File: config.mk
export PLATFORM = sky130hd
export DESIGN_NAME = ca_multicycle_core
export DESIGN_NICKNAME = d
export VERILOG_FILES = /design/src/rtl/ca_multicycle_core.sv
export SDC_FILE = /design/constraint.sdc
export NUM_CORES = 2
export LEC_CHECK = 0
export CAP_MARGIN = 5
export CORE_UTILIZATION = 55
export CTS_BUF_LIST = sky130_fd_sc_hd__clkbuf_4 sky130_fd_sc_hd__clkbuf_8
export CTS_CLUSTER_DIAMETER = 50
export DETAILED_ROUTE_END_ITERATION = 6
export PLACE_DENSITY_LB_ADDON = 0.15
export SLEW_MARGIN = 5
export SYNTH_ARGS = -nofsm -noshare
export SYNTH_HDL_FRONTEND = slang
export SYNTH_SLANG_ARGS = --single-unit
File: constraint.sdc
create_clock -name clk -period 11 [get_ports clk]
set_input_delay 3.3 -clock clk [delete_from_list [all_inputs] [get_ports clk]]
set_output_delay 3.3 -clock clk [all_outputs]
set_load 0.01 [all_outputs]
File: src/rtl/ca_multicycle_core.sv
// Multi-cycle RV32I-subset core: FETCH/DECODE/EXECUTE/WRITEBACK with writable
// program memory, BEQ/BNE branches, ECALL halt and an illegal-opcode trap.
module ca_multicycle_core #(
  parameter int PROG_AW   = 5,
  parameter int NREG_LOG2 = 5
) (
  input  logic               clk,
  input  logic               reset,
  input  logic               start,
  input  logic               prog_we,
  input  logic [PROG_AW-1:0] prog_addr,
  input  logic [31:0]        prog_wdata,
  output logic               busy,
  output logic               done,
  output logic               error,
  output logic [PROG_AW-1:0] pc,
  output logic [31:0]        out_value,
  output logic [15:0]        retired
);

  localparam int DATA_W = 32;
  localparam int NREG   = 1 << NREG_LOG2;
  localparam int DEPTH  = 1 << PROG_AW;

  localparam logic [2:0] S_IDLE      = 3'd0;
  localparam logic [2:0] S_FETCH     = 3'd1;
  localparam logic [2:0] S_DECODE    = 3'd2;
  localparam logic [2:0] S_EXECUTE   = 3'd3;
  localparam logic [2:0] S_WRITEBACK = 3'd4;
  localparam logic [2:0] S_HALT      = 3'd5;

  localparam logic [6:0] OP_R   = 7'b0110011;
  localparam logic [6:0] OP_I   = 7'b0010011;
  localparam logic [6:0] OP_LUI = 7'b0110111;
  localparam logic [6:0] OP_BR  = 7'b1100011;
  localparam logic [6:0] OP_SYS = 7'b1110011;

  logic [2:0]               state;
  logic [DATA_W-1:0]        mem  [DEPTH];
  logic [DATA_W-1:0]        regs [NREG];

  logic [31:0]              ir_p0;
  logic signed [DATA_W-1:0] op1_p1;
  logic signed [DATA_W-1:0] op2_p1;
  logic signed [DATA_W-1:0] imm_p1;
  logic [DATA_W-1:0]        result_p2;
  logic                     taken_p2;
  logic                     wr_en_p2;

  logic [6:0]               opcode;
  logic [2:0]               funct3;
  logic                     funct7_b5;
  logic [NREG_LOG2-1:0]     rd_idx;
  logic [NREG_LOG2-1:0]     rs1_idx;
  logic [NREG_LOG2-1:0]     rs2_idx;
  logic signed [DATA_W-1:0] imm_dec;
  logic [4:0]               shamt;
  logic [PROG_AW-1:0]       br_off;

  logic [DATA_W-1:0]        alu_res;
  logic                     alu_wr;
  logic                     alu_taken;
  logic                     alu_ill;
  logic                     is_ecall;

  assign busy = (state == S_FETCH) || (state == S_DECODE) ||
                (state == S_EXECUTE) || (state == S_WRITEBACK);
  assign done = (state == S_HALT);

  // Upper index bits are dropped so small register files alias.
  assign opcode    = ir_p0[6:0];
  assign funct3    = ir_p0[14:12];
  assign funct7_b5 = ir_p0[30];
  assign rd_idx    = ir_p0[7 +: NREG_LOG2];
  assign rs1_idx   = ir_p0[15 +: NREG_LOG2];
  assign rs2_idx   = ir_p0[20 +: NREG_LOG2];
  assign shamt     = op2_p1[4:0];
  assign br_off    = imm_p1[PROG_AW+1:2];

  always_comb begin
    case (opcode)
      OP_BR:   imm_dec = {{19{ir_p0[31]}}, ir_p0[31], ir_p0[7], ir_p0[30:25], ir_p0[11:8], 1'b0};
      OP_LUI:  imm_dec = {ir_p0[31:12], 12'b0};
      default: imm_dec = {{20{ir_p0[31]}}, ir_p0[31:20]};
    endcase
  end

  always_comb begin
    alu_res   = '0;
    alu_wr    = 1'b0;
    alu_taken = 1'b0;
    alu_ill   = 1'b0;
    is_ecall  = 1'b0;
    case (opcode)
      OP_R: begin
        alu_wr = 1'b1;
        case (funct3)
          3'b000: begin
            if (funct7_b5) alu_res = op1_p1 - op2_p1;
            else           alu_res = op1_p1 + op2_p1;
          end
          3'b001: alu_res = op1_p1 << shamt;
          3'b010: alu_res = {{(DATA_W-1){1'b0}}, op1_p1 < op2_p1};
          3'b100: alu_res = op1_p1 ^ op2_p1;
          3'b101: begin
            if (funct7_b5) alu_res = op1_p1 >>> shamt;
            else           alu_res = $unsigned(op1_p1) >> shamt;
          end
          3'b110: alu_res = op1_p1 | op2_p1;
          3'b111: alu_res = op1_p1 & op2_p1;
          default: begin
            alu_wr  = 1'b0;
            alu_ill = 1'b1;
          end
        endcase
      end
      OP_I: begin
        alu_wr = 1'b1;
        case (funct3)
          3'b000: alu_res = op1_p1 + imm_p1;
          3'b010: alu_res = {{(DATA_W-1){1'b0}}, op1_p1 < imm_p1};
          3'b100: alu_res = op1_p1 ^ imm_p1;
          3'b110: alu_res = op1_p1 | imm_p1;
          3'b111: alu_res = op1_p1 & imm_p1;
          default: begin
            alu_wr  = 1'b0;
            alu_ill = 1'b1;
          end
        endcase
      end
      OP_LUI: begin
        alu_wr  = 1'b1;
        alu_res = imm_p1;
      end
      OP_BR: begin
        case (funct3)
          3'b000:  alu_taken = (op1_p1 == op2_p1);
          3'b001:  alu_taken = (op1_p1 != op2_p1);
          default: alu_ill   = 1'b1;
        endcase
      end
      OP_SYS:  is_ecall = 1'b1;
      default: alu_ill  = 1'b1;
    endcase
  end

  // Start cycle is not busy, so a coincident write lands before the first fetch.
  always_ff @(posedge clk) begin
    if (prog_we && !busy) mem[prog_addr] <= prog_wdata;
  end

  // Stage registers: fetch -> p0, decode -> p1, execute -> p2
  always_ff @(posedge clk) begin
    if (state == S_FETCH) ir_p0 <= mem[pc];
    if (state == S_DECODE) begin
      op1_p1 <= regs[rs1_idx];
      op2_p1 <= regs[rs2_idx];
      imm_p1 <= imm_dec;
    end
    if (state == S_EXECUTE) begin
      result_p2 <= alu_res;
      taken_p2  <= alu_taken;
      wr_en_p2  <= alu_wr;
    end
  end

  always_ff @(posedge clk or negedge reset) begin
    if (!reset) begin
      for (int i = 0; i < NREG; i++) regs[i] <= '0;
    end else if (state == S_WRITEBACK && wr_en_p2 && rd_idx != '0) begin
      regs[rd_idx] <= result_p2;
    end
  end

  always_ff @(posedge clk or negedge reset) begin
    if (!reset) begin
      state     <= S_IDLE;
      pc        <= '0;
      error     <= 1'b0;
      out_value <= '0;
      retired   <= '0;
    end else begin
      case (state)
        S_IDLE, S_HALT: begin
          if (start) begin
            state   <= S_FETCH;
            pc      <= '0;
            retired <= '0;
            error   <= 1'b0;
          end
        end
        S_FETCH:  state <= S_DECODE;
        S_DECODE: state <= S_EXECUTE;
        S_EXECUTE: begin
          if (is_ecall) begin
            state <= S_HALT;
          end else if (alu_ill) begin
            state <= S_HALT;
            error <= 1'b1;
          end else begin
            state <= S_WRITEBACK;
          end
        end
        S_WRITEBACK: begin
          if (wr_en_p2 && rd_idx != '0) out_value <= result_p2;
          retired <= retired + 16'd1;
          pc      <= taken_p2 ? pc + br_off : pc + 1'b1;
          state   <= S_FETCH;
        end
        default: state <= S_IDLE;
      endcase
    end
  end

endmodule

---- After elaboration in Yosys (flattened, before gate mapping) ----
Memories as Yosys holds them, arrays and structs flattened. A register that Yosys moved wholly into a read port is not among the register bits.
Index checks and enable logic that the tools add are counted.
storage, ports and cells
  register bits after elaboration ......... 1211
  latch bits .............................. 0
  RAM bits ................................ 1024
  ROM bits ................................ 0
  input port bits ......................... 41
  output and inout port bits .............. 56
  word-level logic and storage cells ...... 150
  memories ................................ 1
cells by class
  $add $sub $neg .......................... 6
  $mul .................................... 0
  divide/modulo/power cells ............... 0
  order comparisons ....................... 6
  eq/ne operators ......................... 21
  shift-type cells ........................ 3
  multiplexer cells ....................... 39
  bitwise operators ....................... 9
  reductions and logical operators ........ 22
memory list
  name  depth  bits a word  read ports  clocked after Yosys merged registers in  wr ports  line  source
  mem   32     32           1           1                                        1         39    logic [DATA_W-1:0] mem [DEPTH];
operators by type and width
  operator                                                         count
  1024-bit bitwise mux                                             1
  32-bit binary-select mux with 5-bit select                       2
  32-bit two-way mux                                               7
  32-bit one-hot mux with 7 select lines                           1
  32-bit demux with 5-bit select                                   1
  32-bit one-hot mux with 5 select lines                           1
  32-bit one-hot mux with 3 select lines                           1
  32-bit adder                                                     2
  32-bit AND                                                       2
  32-bit < comparator                                              2
  32-bit OR                                                        2
  32-bit XOR                                                       2
  31-bit one-hot mux with 2 select lines                           1
  32-bit == test                                                   1
  32-bit inequality test                                           1
  16-bit one-hot mux with 2 select lines                           1
  32-bit by 5-bit left shift with 32-bit output                    1
  32-bit by 5-bit right shift with 32-bit output                   1
  32-bit by 5-bit >>> shifter with 32-bit output                   1
  32-bit subtractor                                                1
  3-bit == test, second input constant                             6
  6-bit greater-or-equal comparator, second input constant         3
  5-bit NOT with 6-bit output                                      3
  16-bit by 1-bit adder with 16-bit output, second input constant  1
  29 further kinds                                                 61

---- Logic depth before layout (Yosys ltp) ----
  word-level depth ........................ 8
  gate-level depth with buffers ........... 16
  depth with buffers taken out ............ 13

---- Worst setup path before layout ----
OpenSTA, ideal clock, no wires.
  path type ............................... register to register
  from .................................... register state[2]
  to ...................................... register state[1]
  library setup time ...................... 0.109 ns
  arrival ................................. 8.308 ns
  required time ........................... 10.891 ns
  path slack .............................. 2.583 ns
  stages on the path, launching flop included .. 4
  buffers on the path ..................... 1
  clock period less this slack ............ 8.417 ns
  path through ............................ dfrtp_1 clkbuf_1 nor3b_1 or2_2
on the way
  longest elaborated chain between the ends .. 3
  elaborated cells on any way between the ends .. 9
  classes of those cells .................. eq/ne (6); mux (1); reduce/logical (2)
RTL lines
  what                                                                            line  source
  from (decl)                                                                     38    logic [2:0] state;
  from (signal assigned)                                                          177   state <= S_IDLE;
  from (signal assigned)                                                          186   state <= S_FETCH;
  from (signal assigned)                                                          192   S_FETCH: state <= S_DECODE;
  3-bit == test or 3-bit zero test (tied branches)                                183   case (state)
  2-bit OR reduction                                                              183
  3-bit one-hot mux with 5 select lines or 2-bit inequality test (tied branches)  --
Parallel ways exist; a longest one is shown, timed or not.
A chain may end at the register's enable or synchronous reset.

---- Final worst setup path ----
  from .................................... register state[1]
  to ...................................... output port busy
on the way
  longest elaborated chain between the ends .. 4
  elaborated cells on any way between the ends .. 7
  classes of those cells .................. eq/ne (4); reduce/logical (3)
RTL lines
  what                                                                                                  line  source
  3-bit by 1-bit == test with 1-bit output or 3-bit by 2-bit == test with 1-bit output (tied branches)  66    assign busy = (state == S_FETCH) || (state == S_DECODE) ||
  1-bit logical OR (2 in a row)                                                                         66
  1-bit logical OR (*)                                                                                  67    (state == S_EXECUTE) || (state == S_WRITEBACK);
  to (decl)                                                                                             13    output logic busy,
Every way passes the cells marked *; elsewhere a longest branch is shown, timed or not.

==> results.tsv <==
stage	metric	value	unit
floorplan	Initial Util	55.6	%
power_and_ir_drop	Leak	49.9	nW
global_routing	gr ovfl total	0	
sta	clk_skew	0.104	ns
min_path	Min-Delay Path Depth	0	
cts	TritonCTS clock tree	built	
finish	area delta synth->final	10.4	%
synth	total of warnings raised by yosys	0	
worst_setup_path	Worst EP required	7.70	ns
finish	most frequent cells in the layout	edfxtp_1 (1,186), mux2_2 (1,124), dfrtp_1 (1,076)	
synth	post-synth top area share	31.6	%
floorplan	Top Ports	97	
worst_setup_path	R2R Path Start	op2_p1[0]$_DFFE_PP_	
power_and_ir_drop	Max IR drop VDD	0.304	mV
min_path	hold path endpoint	regs[1015]$_DFFE_PN0P_	
route	DRT iter0 DRCs	7530	
place	routability cong.	1.00	
cts	CTS Buf Count	389	
floorplan	die span in y	455	um
worst_setup_path	Crit. End Element	output pin	
worst_setup_path	critical-path maximum fanout	9	
cts	# H-tree levels	5	
synth	asr flop ratio synth	47.7	%
sta	Setup-failing EPs final	0	
finish	multi-input logic area	47400	sq um
global_routing	pin count of the biggest net entering global routing	176	
synth	ys flop type	edfxtp_1	
sta	Final period util	57.4	%
synth	Post-Syn Area	113000	sq um
sta	unrepaired setup endpoints after global routing	false	
synth	post-synth top area cell	edfxtp_1	
worst_setup_path	CP Cell Sequence	nor2_1 -> xnor2_1 -> clkdlybuf4s50_1	
synth	Post-synth EDFFs	1186	
route	post-route ant nets	0	
worst_setup_path	Worst R2R Path Depth	14	
synth	top cells by area, synth	edfxtp_1 (32%), dfrtp_1 (24%), mux4_2 (20%)	
min_path	worst hold path class	flip-flop to flip-flop	
cts	clock root buffer	clkbuf_8	
route	Detailed Route WL	341000	um
sta	Final Hold Viols	0	
finish	Register Area	62700	sq um
floorplan	core outline area	203000	sq um
synth	Unique masters post-synth	86	
route	vias	67357	
power_and_ir_drop	Pwr per Cell Area	232	nW/um^2
cts	PostCTS Resize Cnt	0	
cts	CTS sink count	2267	
cts	hold buffers post-CTS	0	
global_routing	Total GRT Usage	33.4	%
sta	max frequency	0.158	GHz
worst_setup_path	flop-to-flop setup slack	5.58	ns
sta	worst-case hold slack	0.391	ns
outcome	status	complete, but fails checks	
sta	Slew HR	14.0	%
cts	clock-pin slew on the worst setup and hold paths	0.06	ns
flow_run	Max-Cap Viols	0	
finish	layout filler cell count	14865	
synth	Seq cells post-synth	2267	
worst_setup_path	crit path kind	flip-flop to output pin	
global_routing	initial antenna violation count	13	
sta	Worst Tran Pin Value	1.29	ns
outcome	failing checks	DRC	
worst_setup_path	CP max stage delay	0.68	ns
floorplan	floorplan row count	165	
worst_setup_path	worst reg2reg endpoint	result_p2[0]$_SDFFCE_PN0P_	
worst_setup_path	Startpoint Class	flip-flop	
route	DRT Pass-1 Iters	7	
finish	commonest non-fill, non-tap cell in the layout	edfxtp_1	
place	HPWL Detailed	205000	um
cts	worst skew pair latency	1.12	ns
finish	nets	7264	
place	PortBufs	96	
finish	share of layout cells above drive strength 1	41.4	%
sta	crit path time final	6.32	ns
min_path	startpoint of the worst hold path	regs[1015]$_DFFE_PN0P_	
synth	sequential fraction of the synthesis area	55.6	%
route	Avg WL per Cell	34.2	um
power_and_ir_drop	Final Power	0.0289	W
cts	postcts setup bufs	0	
floorplan	Die Footprint	207000	sq um
worst_setup_path	arrival time worst endpoint	3.02	ns
cts	clk buf depth	4	
global_routing	first-pass GRT wire length	493000	um
sta	max-slew violations	0	
worst_setup_path	crit path max-delay cell type	clkdlybuf4s50_1	
synth	Post-Syn Nets	7207	
route	drc violations	4	
floorplan	chip width	455	um
global_routing	vias in the first global route	68779	
route	Via density	6.74	
synth	Syn Inst Count	6964	
sta	Fin Setup TNS	0	ns
synth	syn avg cell area	16.2	sq um
## per-layer routing
metal,track usage [%],routed length (um)
met5,0,13
met4,14.7,16300
met3,6.15,26500
met2,52.6,162000
met1,46.0,136000
## worst max-delay path: cells and delay by family, from the launching register on
kind | cells | cell delay, ns
xor+xnor | 1 | 0.64
buf+inv | 1 | 0.68
flops | 1 | 0.48
simple gates | 1 | 0.12
## worst max path at each step
stage / from / endpoint / slack, ns / cells after the start
floorplan: state[2]$_DFFE_PN0N_ / state[1]$_DFFE_PN0N_ / 2.58 / 3
global placement: prog_we / mem[19][30]$_DFFE_PP_ / 4.71 / 5
detailed placement: prog_we / mem[19][4]$_DFFE_PP_ / 4.69 / 5
CTS: state[1]$_DFFE_PN0N_ / busy / 4.65 / 3
global route: state[1]$_DFFE_PN0N_ / busy / 4.62 / 3
finish: state[1]$_DFFE_PN0N_ / busy / 4.68 / 3
## cells in the mapped netlist (38+ instances only)
master and number:
inv_1 191, nand2_1 235, o21ai_0 212, mux2i_1 96, a21o_1 38, xnor2_1 38, edfxtp_1 1186, clkbuf_1 376
mux4_2 1001, mux2_2 1124, nor2_1 240, dfrtp_1 1081, a21oi_1 156, buf_1 197, nand3_1 50, ha_1 198
nor3_1 48
## kinds of logic (layout without fill, tap and decap cells)
kind of cell    after synthesis  after routing  share of synthesized area (%)
compound gates              709            709                           4.10
xor+xnor                     49             49                          0.381
fa+ha+maj                   202            202                           2.27
buf+inv                     800           1141                           2.71
flops                      2267           2267                           55.6
mux                        2221           2221                           32.1
other cells                   0             12                              0
simple gates                716            716                           2.88
## flip-flops by register name (all words and copies together), names as in the netlist, 3 cells and up
| signal | cells |
|---|---|
| mem | 1024 |
| retired | 16 |
| out_value | 32 |
| imm_p1 | 32 |
| op1_p1 | 32 |
| result_p2 | 32 |
| pc | 5 |
| ir_p0 | 32 |
| regs | 1024 |
| state | 3 |
| op2_p1 | 32 |
## layout make-up
cell class	instances	share of cell area, %
Inverter	195	0.588
Sequential cell	2267	50.4
Clock inverter	107	0.641
Multi-Input combinational cell	3897	38.1
Antenna cell	12	0.0241
Tap cell	2672	2.69
Timing Repair Buffer	271	1.96
Clock buffer	568	5.64
## stage by stage
stage	utilization, %	std cells	setup WS (ns)	cell area [sq um]
final	61.3	9989	4.68	124000
after global placement	57.4	9298	4.71	117000
after CTS	61.3	9976	4.65	124000
after detailed placement	57.5	9301	4.69	117000
after floorplan	-	6964	2.58	113000
after global routing	61.3	9982	4.62	124000
## report_power, final
part	internal, W	switching, W	leakage (nW)
Combinational	0.00431	0.00600	20.1
Sequential	0.00989	0.000960	25.7
Clock	0.00433	0.00344	4.15
No activity file was read; power rests on OpenSTA's default activity.
